$ cat config.mk
export PLATFORM = sky130hd
export DESIGN_NAME = axi_frame_tx
export DESIGN_NICKNAME = d
export VERILOG_FILES = /design/src/rtl/axi_frame_tx.sv
export SDC_FILE = /design/constraint.sdc
export NUM_CORES = 1
export LEC_CHECK = 0
export CORE_ASPECT_RATIO = 1.1
export CORE_MARGIN = 10
export CORE_UTILIZATION = 50
export CTS_CLUSTER_SIZE = 14
export DETAILED_ROUTE_END_ITERATION = 7
export HOLD_SLACK_MARGIN = 0.05
export PLACE_DENSITY = 0.74
export SYNTH_ARGS = -nofsm -noshare
export SYNTH_HDL_FRONTEND = slang
export SYNTH_SLANG_ARGS = --single-unit
$ cat constraint.sdc
create_clock -name clk -period 6.5 [get_ports clk]
set_clock_uncertainty 0.1 [all_clocks]
set_input_delay 0.975 -clock clk [delete_from_list [all_inputs] [get_ports clk]]
set_output_delay 0.975 -clock clk [all_outputs]
set_load 0.01 [all_outputs]
$ cat src/rtl/axi_frame_tx.sv
// axi_frame_tx: frames an untagged AXI-stream into len-beat frames for the
// channelizer FIFOs. tlast is inserted every frame_len beats. almost_full is
// honoured only at frame boundaries. A 2-entry skid buffer decouples the
// registered s_axis_tready from m_axis_tready.
// Optional build macro: AXI_FRAME_TX_ZERO_PAD_EN (zero-pad the frame when
// enable drops mid-frame; otherwise the frame is completed with real input).
module axi_frame_tx #(
  parameter int unsigned DATA_WIDTH = 32,
  parameter int unsigned LEN_WIDTH  = 16
) (
  input  logic                  clk,
  input  logic                  async_reset_n,
  input  logic                  enable,
  input  logic [LEN_WIDTH-1:0]  frame_len,
  input  logic                  fifo_almost_full,
  input  logic                  s_axis_tvalid,
  input  logic [DATA_WIDTH-1:0] s_axis_tdata,
  output logic                  s_axis_tready,
  output logic                  m_axis_tvalid,
  output logic [DATA_WIDTH-1:0] m_axis_tdata,
  output logic                  m_axis_tlast,
  input  logic                  m_axis_tready,
  output logic [31:0]           frame_cnt,
  output logic                  busy
);

`ifdef AXI_FRAME_TX_ZERO_PAD_EN
  typedef enum logic [1:0] {StIdle, StHold, StRun, StPad} state_e;
`else
  typedef enum logic [1:0] {StIdle, StHold, StRun} state_e;
`endif

  localparam logic [LEN_WIDTH-1:0] LenOne = LEN_WIDTH'(1);

  state_e                 state_q, state_d;
  logic [LEN_WIDTH-1:0]   len_q, len_d;
  logic [LEN_WIDTH-1:0]   beat_q, beat_d;
  logic                   stop_q, stop_d;
  logic                   ready_q, ready_d;
  logic [1:0]             cnt_q, cnt_d;
  logic [DATA_WIDTH-1:0]  data0_q, data0_d, data1_q, data1_d;
  logic                   last0_q, last0_d, last1_q, last1_d;
  logic [31:0]            frame_cnt_q, frame_cnt_d;

  logic                   s_acc, is_last, push, push_last, pop;
  logic [DATA_WIDTH-1:0]  push_data;
  logic [LEN_WIDTH-1:0]   new_len;

  assign s_acc   = s_axis_tvalid & ready_q;
  assign is_last = (beat_q == len_q - LenOne);
  assign new_len = (frame_len == '0) ? LenOne : frame_len;
  assign pop     = (cnt_q != 2'd0) & m_axis_tready;

  // Framing FSM: decides what (if anything) enters the skid buffer this cycle.
  always_comb begin
    state_d   = state_q;
    len_d     = len_q;
    beat_d    = beat_q;
    stop_d    = stop_q;
    push      = 1'b0;
    push_data = '0;
    push_last = 1'b0;
    unique case (state_q)
      StIdle: begin
        if (enable) begin
          len_d   = new_len;
          beat_d  = '0;
          stop_d  = 1'b0;
          state_d = fifo_almost_full ? StHold : StRun;
        end
      end
      StHold: begin
        if (!enable) begin
          state_d = StIdle;
        end else if (!fifo_almost_full) begin
          state_d = StRun;
        end
      end
      StRun: begin
        if (s_acc) begin
          push      = 1'b1;
          push_data = s_axis_tdata;
          push_last = is_last;
          if (is_last) begin
            beat_d = '0;
            if (!enable || stop_q) begin
              state_d = StIdle;
              stop_d  = 1'b0;
            end else begin
              len_d   = new_len;
              state_d = fifo_almost_full ? StHold : StRun;
            end
          end else begin
            beat_d = beat_q + LenOne;
`ifdef AXI_FRAME_TX_ZERO_PAD_EN
            if (!enable) state_d = StPad;
`else
            if (!enable) stop_d = 1'b1;
`endif
          end
        end else if (!enable) begin
          // No beat of this frame taken yet: nothing to finish.
          if (beat_q == '0) begin
            state_d = StIdle;
            stop_d  = 1'b0;
          end else begin
`ifdef AXI_FRAME_TX_ZERO_PAD_EN
            state_d = StPad;
`else
            stop_d  = 1'b1;
`endif
          end
        end
      end
`ifdef AXI_FRAME_TX_ZERO_PAD_EN
      StPad: begin
        if (cnt_q != 2'd2) begin
          push      = 1'b1;
          push_last = is_last;
          if (is_last) begin
            beat_d  = '0;
            state_d = StIdle;
          end else begin
            beat_d = beat_q + LenOne;
          end
        end
      end
`endif
      default: state_d = StIdle;
    endcase
  end

  // Skid buffer next state; entry 0 is the head driven onto m_axis.
  always_comb begin
    cnt_d   = cnt_q;
    data0_d = data0_q;
    data1_d = data1_q;
    last0_d = last0_q;
    last1_d = last1_q;
    case ({push, pop})
      2'b10: begin
        if (cnt_q == 2'd0) begin
          data0_d = push_data;
          last0_d = push_last;
        end else begin
          data1_d = push_data;
          last1_d = push_last;
        end
        cnt_d = cnt_q + 2'd1;
      end
      2'b01: begin
        data0_d = data1_q;
        last0_d = last1_q;
        cnt_d   = cnt_q - 2'd1;
      end
      2'b11: begin
        if (cnt_q == 2'd1) begin
          data0_d = push_data;
          last0_d = push_last;
        end else begin
          data0_d = data1_q;
          last0_d = last1_q;
          data1_d = push_data;
          last1_d = push_last;
        end
      end
      default: ;
    endcase
    // Registered ready: a free entry after this cycle guarantees room next cycle.
    ready_d     = (state_d == StRun) && (cnt_d != 2'd2);
    frame_cnt_d = frame_cnt_q + {31'b0, pop & last0_q};
  end

  // State and datapath registers.
  always_ff @(posedge clk or negedge async_reset_n) begin
    if (!async_reset_n) begin
      state_q     <= StIdle;
      len_q       <= LenOne;
      beat_q      <= '0;
      stop_q      <= 1'b0;
      ready_q     <= 1'b0;
      cnt_q       <= 2'd0;
      data0_q     <= '0;
      data1_q     <= '0;
      last0_q     <= 1'b0;
      last1_q     <= 1'b0;
      frame_cnt_q <= '0;
    end else begin
      state_q     <= state_d;
      len_q       <= len_d;
      beat_q      <= beat_d;
      stop_q      <= stop_d;
      ready_q     <= ready_d;
      cnt_q       <= cnt_d;
      data0_q     <= data0_d;
      data1_q     <= data1_d;
      last0_q     <= last0_d;
      last1_q     <= last1_d;
      frame_cnt_q <= frame_cnt_d;
    end
  end

  assign s_axis_tready = ready_q;
  assign m_axis_tvalid = (cnt_q != 2'd0);
  assign m_axis_tdata  = data0_q;
  assign m_axis_tlast  = last0_q;
  assign frame_cnt     = frame_cnt_q;
  assign busy          = (state_q != StIdle) || (cnt_q != 2'd0);

endmodule
==> results by group, run 1 <==
Outcome
  – Status: completed

Timing
  – Setup TNS: 0 ns
  – RSZ-0062 raised after global routing: no
  – Worst-margin pin slew: ~1.2 ns
  – Hold Vio Cnt, Final: 0
  – Fin crit period: 4.184 ns
  – Period utilisation layout: 64.37%
  – Slew Viols, Final: 0
  – Final setup viols: 0
  – Max Fclk: 239.0 MHz
  – Worst slew margin: roughly a fifth

Yosys
  – Synth Area per Inst: between 9 and 10 um^2
  – Count of different cell masters after synthesis: 58
  – Post-Syn Area: 7128 um^2
  – Warnings from Yosys: 0
  – Post-synth EDFFs: 0
  – FFs w/ async S/R, synth: 100.0%
  – Seq/Total Area, Yosys: between 40% and 50%
  – Syn nets: roughly 850
  – Post-Synthesis Cells: 785
  – Yosys reg bits: 136
  – Ys flop type: dfrtp_1

Worst setup path
  – Crit-path slowest cell: nand2_1
  – Critical Path Source Type: input pin
  – Critical path class: input pin to flop
  – Highest net fanout along the worst path: 82
  – CP arrival: 4.43 ns
  – Crit path required time: ~6.8 ns
  – CP max stage delay: 0.88 ns
  – CP cell instances: clkdlybuf4s50_1, nand3_1, inv_2, buf_4, ha_1, nand2_1, nand2_1, nand2_1, or3_1, a21oi_1
  – CP most frequent cell: nand2_1
  – Crit path capture type: flop

Floorplanning
  – Starting Density: 51.26%
  – Die ar.: about 19000 um^2
  – Die Y: about 150 um
  – Core area: 13910 um^2
  – DIE WIDTH: 133.8 um
  – Ports: 122
  – Rows: 45

CTS
  – CTS Hold Buffers Added: 0
  – Worst-Skew Late Latency: about 0.42 ns
  – Postcts setup bufs: 0
  – H-tree Lvls: 4
  – CTS resizes: 0
  – Clk sinks: 136
  – Clock transition at path regs: ~0.06 ns
  – CTS Buffer Depth: 2
  – CTS root buf: clkbuf_16
  – CTS buffer count: 17
  – CTS tree: built

Routing
  – Top Metal Used: met4
  – Via count: 6323
  – Number of DRC markers in iteration 0: 401
  – Final wirelength: 18.69 mm
  – M1 WL: 8.044 mm
  – Detailed Routing Iterations Pass 1: 5
  – Routed wire length on met2: 9.152 mm
  – Drt via density: ~5.9
  – DR DRC count: 0
  – Antenna-violating nets left: 0
  – Post-DR wirelength/cell: 17.33 um
  – Met3 routed WL: 1.250 mm

Global route
  – Initial antenna violation count: 0
  – Largest net degree at the start of global routing: 83
  – Vias in the first global route: 6285
  – Grt total ovfl: 0
  – First-pass GRT wire length: 31.48 mm
  – Global Route Usage Sum: 19.26%

Layout
  – Non-Filler Instances: 1078
  – Most frequent cells in the layout: nand2_1 (163), dfrtp_1 (135), clkdlybuf4s50_1 (120)
  – Final nets: about 940
  – Area delta synth->final: 27.63%
  – Diodes inserted: 0
  – Commonest non-fill, non-tap cell in the layout: nand2_1
  – Share of cells above drive strength 1: 5.955%
  – Fin util: 65.42%

Power and ir drop
  – Power per cell area: 356.7 nW/um^2
  – Internal: 2.129 mW
  – VDD IR max: ~0.17 mV
  – Part of the power in registers: 37.2%
  – Comb pwr share: 29.5%
  – Clk pwr share: 33.3%
  – Leak: roughly 3.7 nW
  – Switching Fraction: approximately a third
  – Switching power: 1.116 mW

Place
  – Port-buffer cells: 121
  – DP HPWL: 12.90 mm
  – Post-Place Cells: 1046
  – RD Place Congestion: 0.8444

Flow run
  – Max-cap violations: 0

Min path
  – Worst hold-check path type: flop to flop
final cells by class:
class / instances / area, um^2
clock buffer: 19 / 452.9
multi-input combinational: 578 / 3462
timing repair buffer: 129 / 1272
inverter: 15 / 56.30
sequential: 136 / 3405
tap: 188 / 235.2
clock inverter: 13 / 214.0
fill: 1122 / 4810
worst paths after layout:
path,start,to,slack [ns],cells past startpoint
setup / recovery,s_axis_tvalid,m_axis_tlast,2.32,10
hold / removal,frame_cnt[31],frame_cnt[31],0.36,1
setup reg to reg,state_q[1],m_axis_tlast,2.46,10
hold reg to reg,frame_cnt[31],frame_cnt[31],0.36,1
max in group asynchronous,async_reset_n,frame_cnt[10],4.53,2
min in group asynchronous,async_reset_n,frame_cnt[30],0.43,1
registers in the layout (all words and copies together), names as in the netlist:
register / count
len_q: 16
s_axis_tready: 1
stop_q: 1
state_q: 2
last1_q: 1
m_axis_tdata: 32
m_axis_tlast: 1
beat_q: 16
cnt_q: 2
data1_q: 32
frame_cnt: 32
cells in the mapped netlist (all sizes together) (4+ instances only):
| cell | n | area share, % |
|---|---|---|
| dfrtp | 135 | 47 |
| a32oi | 33 | 4.1 |
| and2 | 9 | 0.79 |
| and3 | 6 | 0.53 |
| o22ai | 4 | 0.35 |
| a21oi | 8 | 0.56 |
| nor4 | 10 | 0.97 |
| o221ai | 12 | 1.5 |
| ha | 10 | 1.8 |
| xor2 | 21 | 2.6 |
| nor2b | 11 | 0.97 |
| nand3 | 40 | 2.8 |
| o31ai | 17 | 1.8 |
| xnor2 | 29 | 3.6 |
| o21ai | 72 | 5.1 |
| nor2 | 29 | 1.5 |
| buf | 9 | 0.60 |
| nand3b | 15 | 1.6 |
| nor3 | 13 | 1.1 |
| a31o | 15 | 1.8 |
| nand2 | 163 | 8.6 |
| nand4 | 12 | 1.1 |
| clkbuf | 47 | 2.5 |
| or2 | 4 | 0.35 |
| and4 | 4 | 0.49 |
| or3 | 7 | 0.68 |
| inv | 15 | 0.79 |
worst max-delay path: cells and delay by family:
| kind | cells | cell delay [ns] |
|---|---|---|
| AOI/OAI and AO/OA | 1 | 0.14 |
| adders and majority gates | 1 | 0.33 |
| and+or+nand+nor | 5 | 1.67 |
| buffers and inverters | 3 | 1.28 |
layer usage:
layer	vias up	global-route usage, %
met5	-	0
li1	3000	-
met4	0	6.373
met1	3072	24.23
met3	19	5.207
met2	232	31.27
power by group through the flow:
stage / Combinational [mW] / Clock [mW] / Sequential (mW)
2_1_floorplan: 0.610 / 0 / 1.17
3_3_place_gp: 0.921 / 0 / 1.21
3_5_place_dp: 0.953 / 0 / 1.21
4_1_cts: 0.961 / 1.10 / 1.20
5_1_grt: 1.06 / 1.13 / 1.23
6_report: 0.956 / 1.08 / 1.21
cell families (layout without fill, tap and decap cells):
family,after synthesis,after routing,synth area share (%)
AO/OA/AOI/OAI,185,185,17.92
XOR/XNOR,50,50,6.144
adder cells (fa/ha/maj),10,10,1.755
buffers and inverters,71,176,3.862
flip-flops,136,136,47.76
multiplexers,2,2,0.2809
AND/OR/NAND/NOR,331,331,22.27
stage by stage:
stage	total power [mW]	worst slack, ns	cell area [um^2]	hold slack [ns]
floorplan	1.784	3.346	7128	0.3488
global placement	2.126	2.114	8431	0.3575
detailed placement	2.167	1.972	8431	0.3610
CTS	3.261	2.374	9097	0.3729
global route	3.427	2.095	9097	0.3844
finish	3.245	2.316	9097	0.3642
No activity file was read; power rests on OpenSTA's default activity.
==> inputs of run 2 (changes only) <==
- clock period: 6.5 -> 4.04 ns (I/O delays scaled with it)
==> run 2 against run 1 <==
Effect of this change: cell count is 0.37% higher; sequential power up 60%; sequential share of layout area rose by 0.11 points; final area down 0.29%; clock power increased by 45%; worst setup slack got worse by 1.5 ns; count of clock-buffer cells in the layout is the same; critical endpoint is now len_q[4]; largest power group unchanged.
==> results by group, run 2 (synthesis gave the netlist of run 1 again) <==
Outcome
  – Status: completed (unchanged)

CTS
  – Postcts setup bufs: 0 (unchanged)
  – Clk sinks: 136 (unchanged)
  – CTS Buffer Depth: 2 (unchanged)
  – H-tree Lvls: 4 (unchanged)
  – CTS tree: built (unchanged)
  – CTS Hold Buffers Added: 0 (unchanged)
  – Worst-Skew Late Latency: 0.42 ns (about the same)
  – Clock transition at path regs: 0.06 ns (about the same)
  – CTS resizes: 0 (unchanged)
  – CTS buffer count: 17 (unchanged)
  – CTS root buf: clkbuf_16 (unchanged)

Timing
  – RSZ-0062 raised after global routing: no (unchanged)
  – Setup TNS: 0 ns (unchanged)
  – Period utilisation layout: 81.03%
  – Hold Vio Cnt, Final: 0 (unchanged)
  – Final setup viols: 0 (unchanged)
  – Worst slew margin: 39.35% (was 19.15%)
  – Fin crit period: 3.273 ns
  – Max Fclk: 305.5 MHz
  – Slew Viols, Final: 0 (unchanged)
  – Worst-margin pin slew: 0.9097 ns (was 1.210 ns)
  – Final setup margin: 0.7666 ns (was 2.316 ns)

Layout
  – Diodes inserted: 0 (unchanged)
  – Fin util: 65.23% (was 65.42%)
  – Area of the multi-input gates: 3462 um^2 (unchanged)
  – Post-route design area: 9071 um^2 (was 9097 um^2)
  – Final nets: 945 (was 941)
  – Reg area: 3405 um^2 (unchanged)
  – Most frequent cells in the layout: nand2_1 (163), dfrtp_1 (135), clkdlybuf4s50_1 (120) (unchanged)
  – Area delta synth->final: 27.26% (was 27.63%)
  – Commonest non-fill, non-tap cell in the layout: nand2_1 (unchanged)
  – Share of cells above drive strength 1: 6.264% (was 5.955%)
  – FILL cells: 1148 (was 1122)

Routing
  – Detailed Routing Iterations Pass 1: 5 (unchanged)
  – Top Metal Used: met4 (unchanged)
  – Antenna-violating nets left: 0 (unchanged)
  – Met3 routed WL: 1.050 mm (was 1.250 mm)
  – Via count: 6259 (was 6323)
  – DR DRC count: 0 (unchanged)
  – Number of DRC markers in iteration 0: 379 (was 401)
  – Routed wire length on met2: 8.864 mm (was 9.152 mm)
  – M1 WL: 8.223 mm (was 8.044 mm)
  – Final wirelength: 18.44 mm (was 18.69 mm)
  – Post-DR wirelength/cell: 17.04 um (was 17.33 um)
  – Drt via density: 5.785 (was 5.865)

Flow run
  – Max-cap violations: 0 (unchanged)

Place
  – DP HPWL: 13.18 mm (was 12.90 mm)
  – DP Area: 8473 um^2 (was 8431 um^2)
  – Setup slack at placement: 0.6209 ns (was 1.972 ns)
  – RD Place Congestion: 0.8619 (was 0.8444)
  – Port-buffer cells: 121 (unchanged)

Global route
  – Vias in the first global route: 6207 (was 6285)
  – Largest net degree at the start of global routing: 105 (was 83)
  – Global Route Usage Sum: 18.80% (was 19.26%)
  – Initial antenna violation count: 0 (unchanged)
  – First-pass GRT wire length: 30.64 mm (was 31.48 mm)
  – Grt total ovfl: 0 (unchanged)

Floorplanning
  – Core area: 13910 um^2 (unchanged)
  – Die ar.: 19440 um^2 (unchanged)
  – DIE WIDTH: 133.8 um (unchanged)
  – Ports: 122 (unchanged)
  – Die Y: 145.2 um (unchanged)
  – Starting Density: 51.26% (unchanged)
  – Rows: 45 (unchanged)

Worst setup path
  – R2r startpoint: len_q[1] (was state_q[1])
  – CP max stage delay: 0.73 ns (was 0.88 ns)
  – Highest net fanout along the worst path: 18 (was 82)
  – CP arrival: 3.47 ns (was 4.43 ns)
  – Crit-path slowest cell: or3_1 (was nand2_1)
  – CP startpoint: len_q[1] (was s_axis_tvalid)
  – CP cell instances: inv_1, ha_1, nor2b_1, nand2_1, o32ai_1, a211o_1, nand2_1, or3_1, a31o_1 (was clkdlybuf4s50_1, nand3_1, inv_2, buf_4, ha_1, nand2_1, nand2_1, nand2_1, or3_1, a21oi_1)
  – Crit path required time: 4.24 ns (was 6.75 ns)
  – Critical path class: flop to flop (was input pin to flop)
  – Worst R2R Setup Slack: 0.77 ns (was 2.46 ns)
  – Critical Path Source Type: flop (was input pin)
  – R2R cell count: 9 (was 10)
  – RR Endpoint: len_q[4] (was m_axis_tlast)
  – CP most frequent cell: nand2_1 (unchanged)
  – Crit path capture type: flop (unchanged)

Min path
  – Worst hold-check path type: input pin to asynchronous set/reset pin (was flop to flop)

Power and ir drop
  – Pwr Total: 5.069 mW (was 3.245 mW)
  – Power per cell area: 558.8 nW/um^2 (was 356.7 nW/um^2)
  – Leak: 3.718 nW (was 3.729 nW)
  – VDD IR max: 0.3059 mV (was 0.1716 mV)
## run 2: cell types whose count changed in the layout (fill, tap and decap cells not counted), sizes merged
cell	before	now
clkinv	3	1
inv	18	22
bufinv	5	2
clkinvlp	2	3
buf	9	13
## run 2: how the worst max path moves through the flow
stage | cells after the start | to
floorplan | 12 | len_q[6]
global placement | 10 | frame_cnt[30]
detailed placement | 10 | frame_cnt[30]
CTS | 9 | len_q[1]
global route | 9 | len_q[15]
finish | 9 | len_q[4]
## run 2: layout make-up
type,count,area share [%]
repair buffers,133,14.50
inverters,15,0.6207
flip-flops and latches,136,37.53
multi-input cells,578,38.17
clock inverters,13,1.710
well taps,188,2.593
clock buffers,19,4.883
## run 2: critical path, delay by kind of cell, from the launching register on
| kind | cells | cell delay, ns |
|---|---|---|
| compound gates | 3 | 0.66 |
| fa+ha+maj | 1 | 0.22 |
| buf+inv | 1 | 0.08 |
| flops | 1 | 0.44 |
| simple gates | 4 | 1.65 |
## run 2: power by group
group	internal [mW]	switching, mW	total, mW
clock	0.942	0.630	1.57
sequential	1.63	0.309	1.94
combinational	0.681	0.879	1.56
## run 2: per-layer routing
layer  global-route usage, %  up-vias
li1                        -     3011
met2                   30.24      197
met3                   5.138       24
met1                   23.65     3027
met4                   6.754        0
met5                       0        -
## run 2: metrics by stage
stage / hold WS [ns] / cells
floorplan: 0.2104 / 785
global placement: 0.3590 / 1050
detailed placement: 0.3624 / 1050
CTS: 0.2328 / 1082
global route: 0.2535 / 1082
finish: 0.1732 / 1082
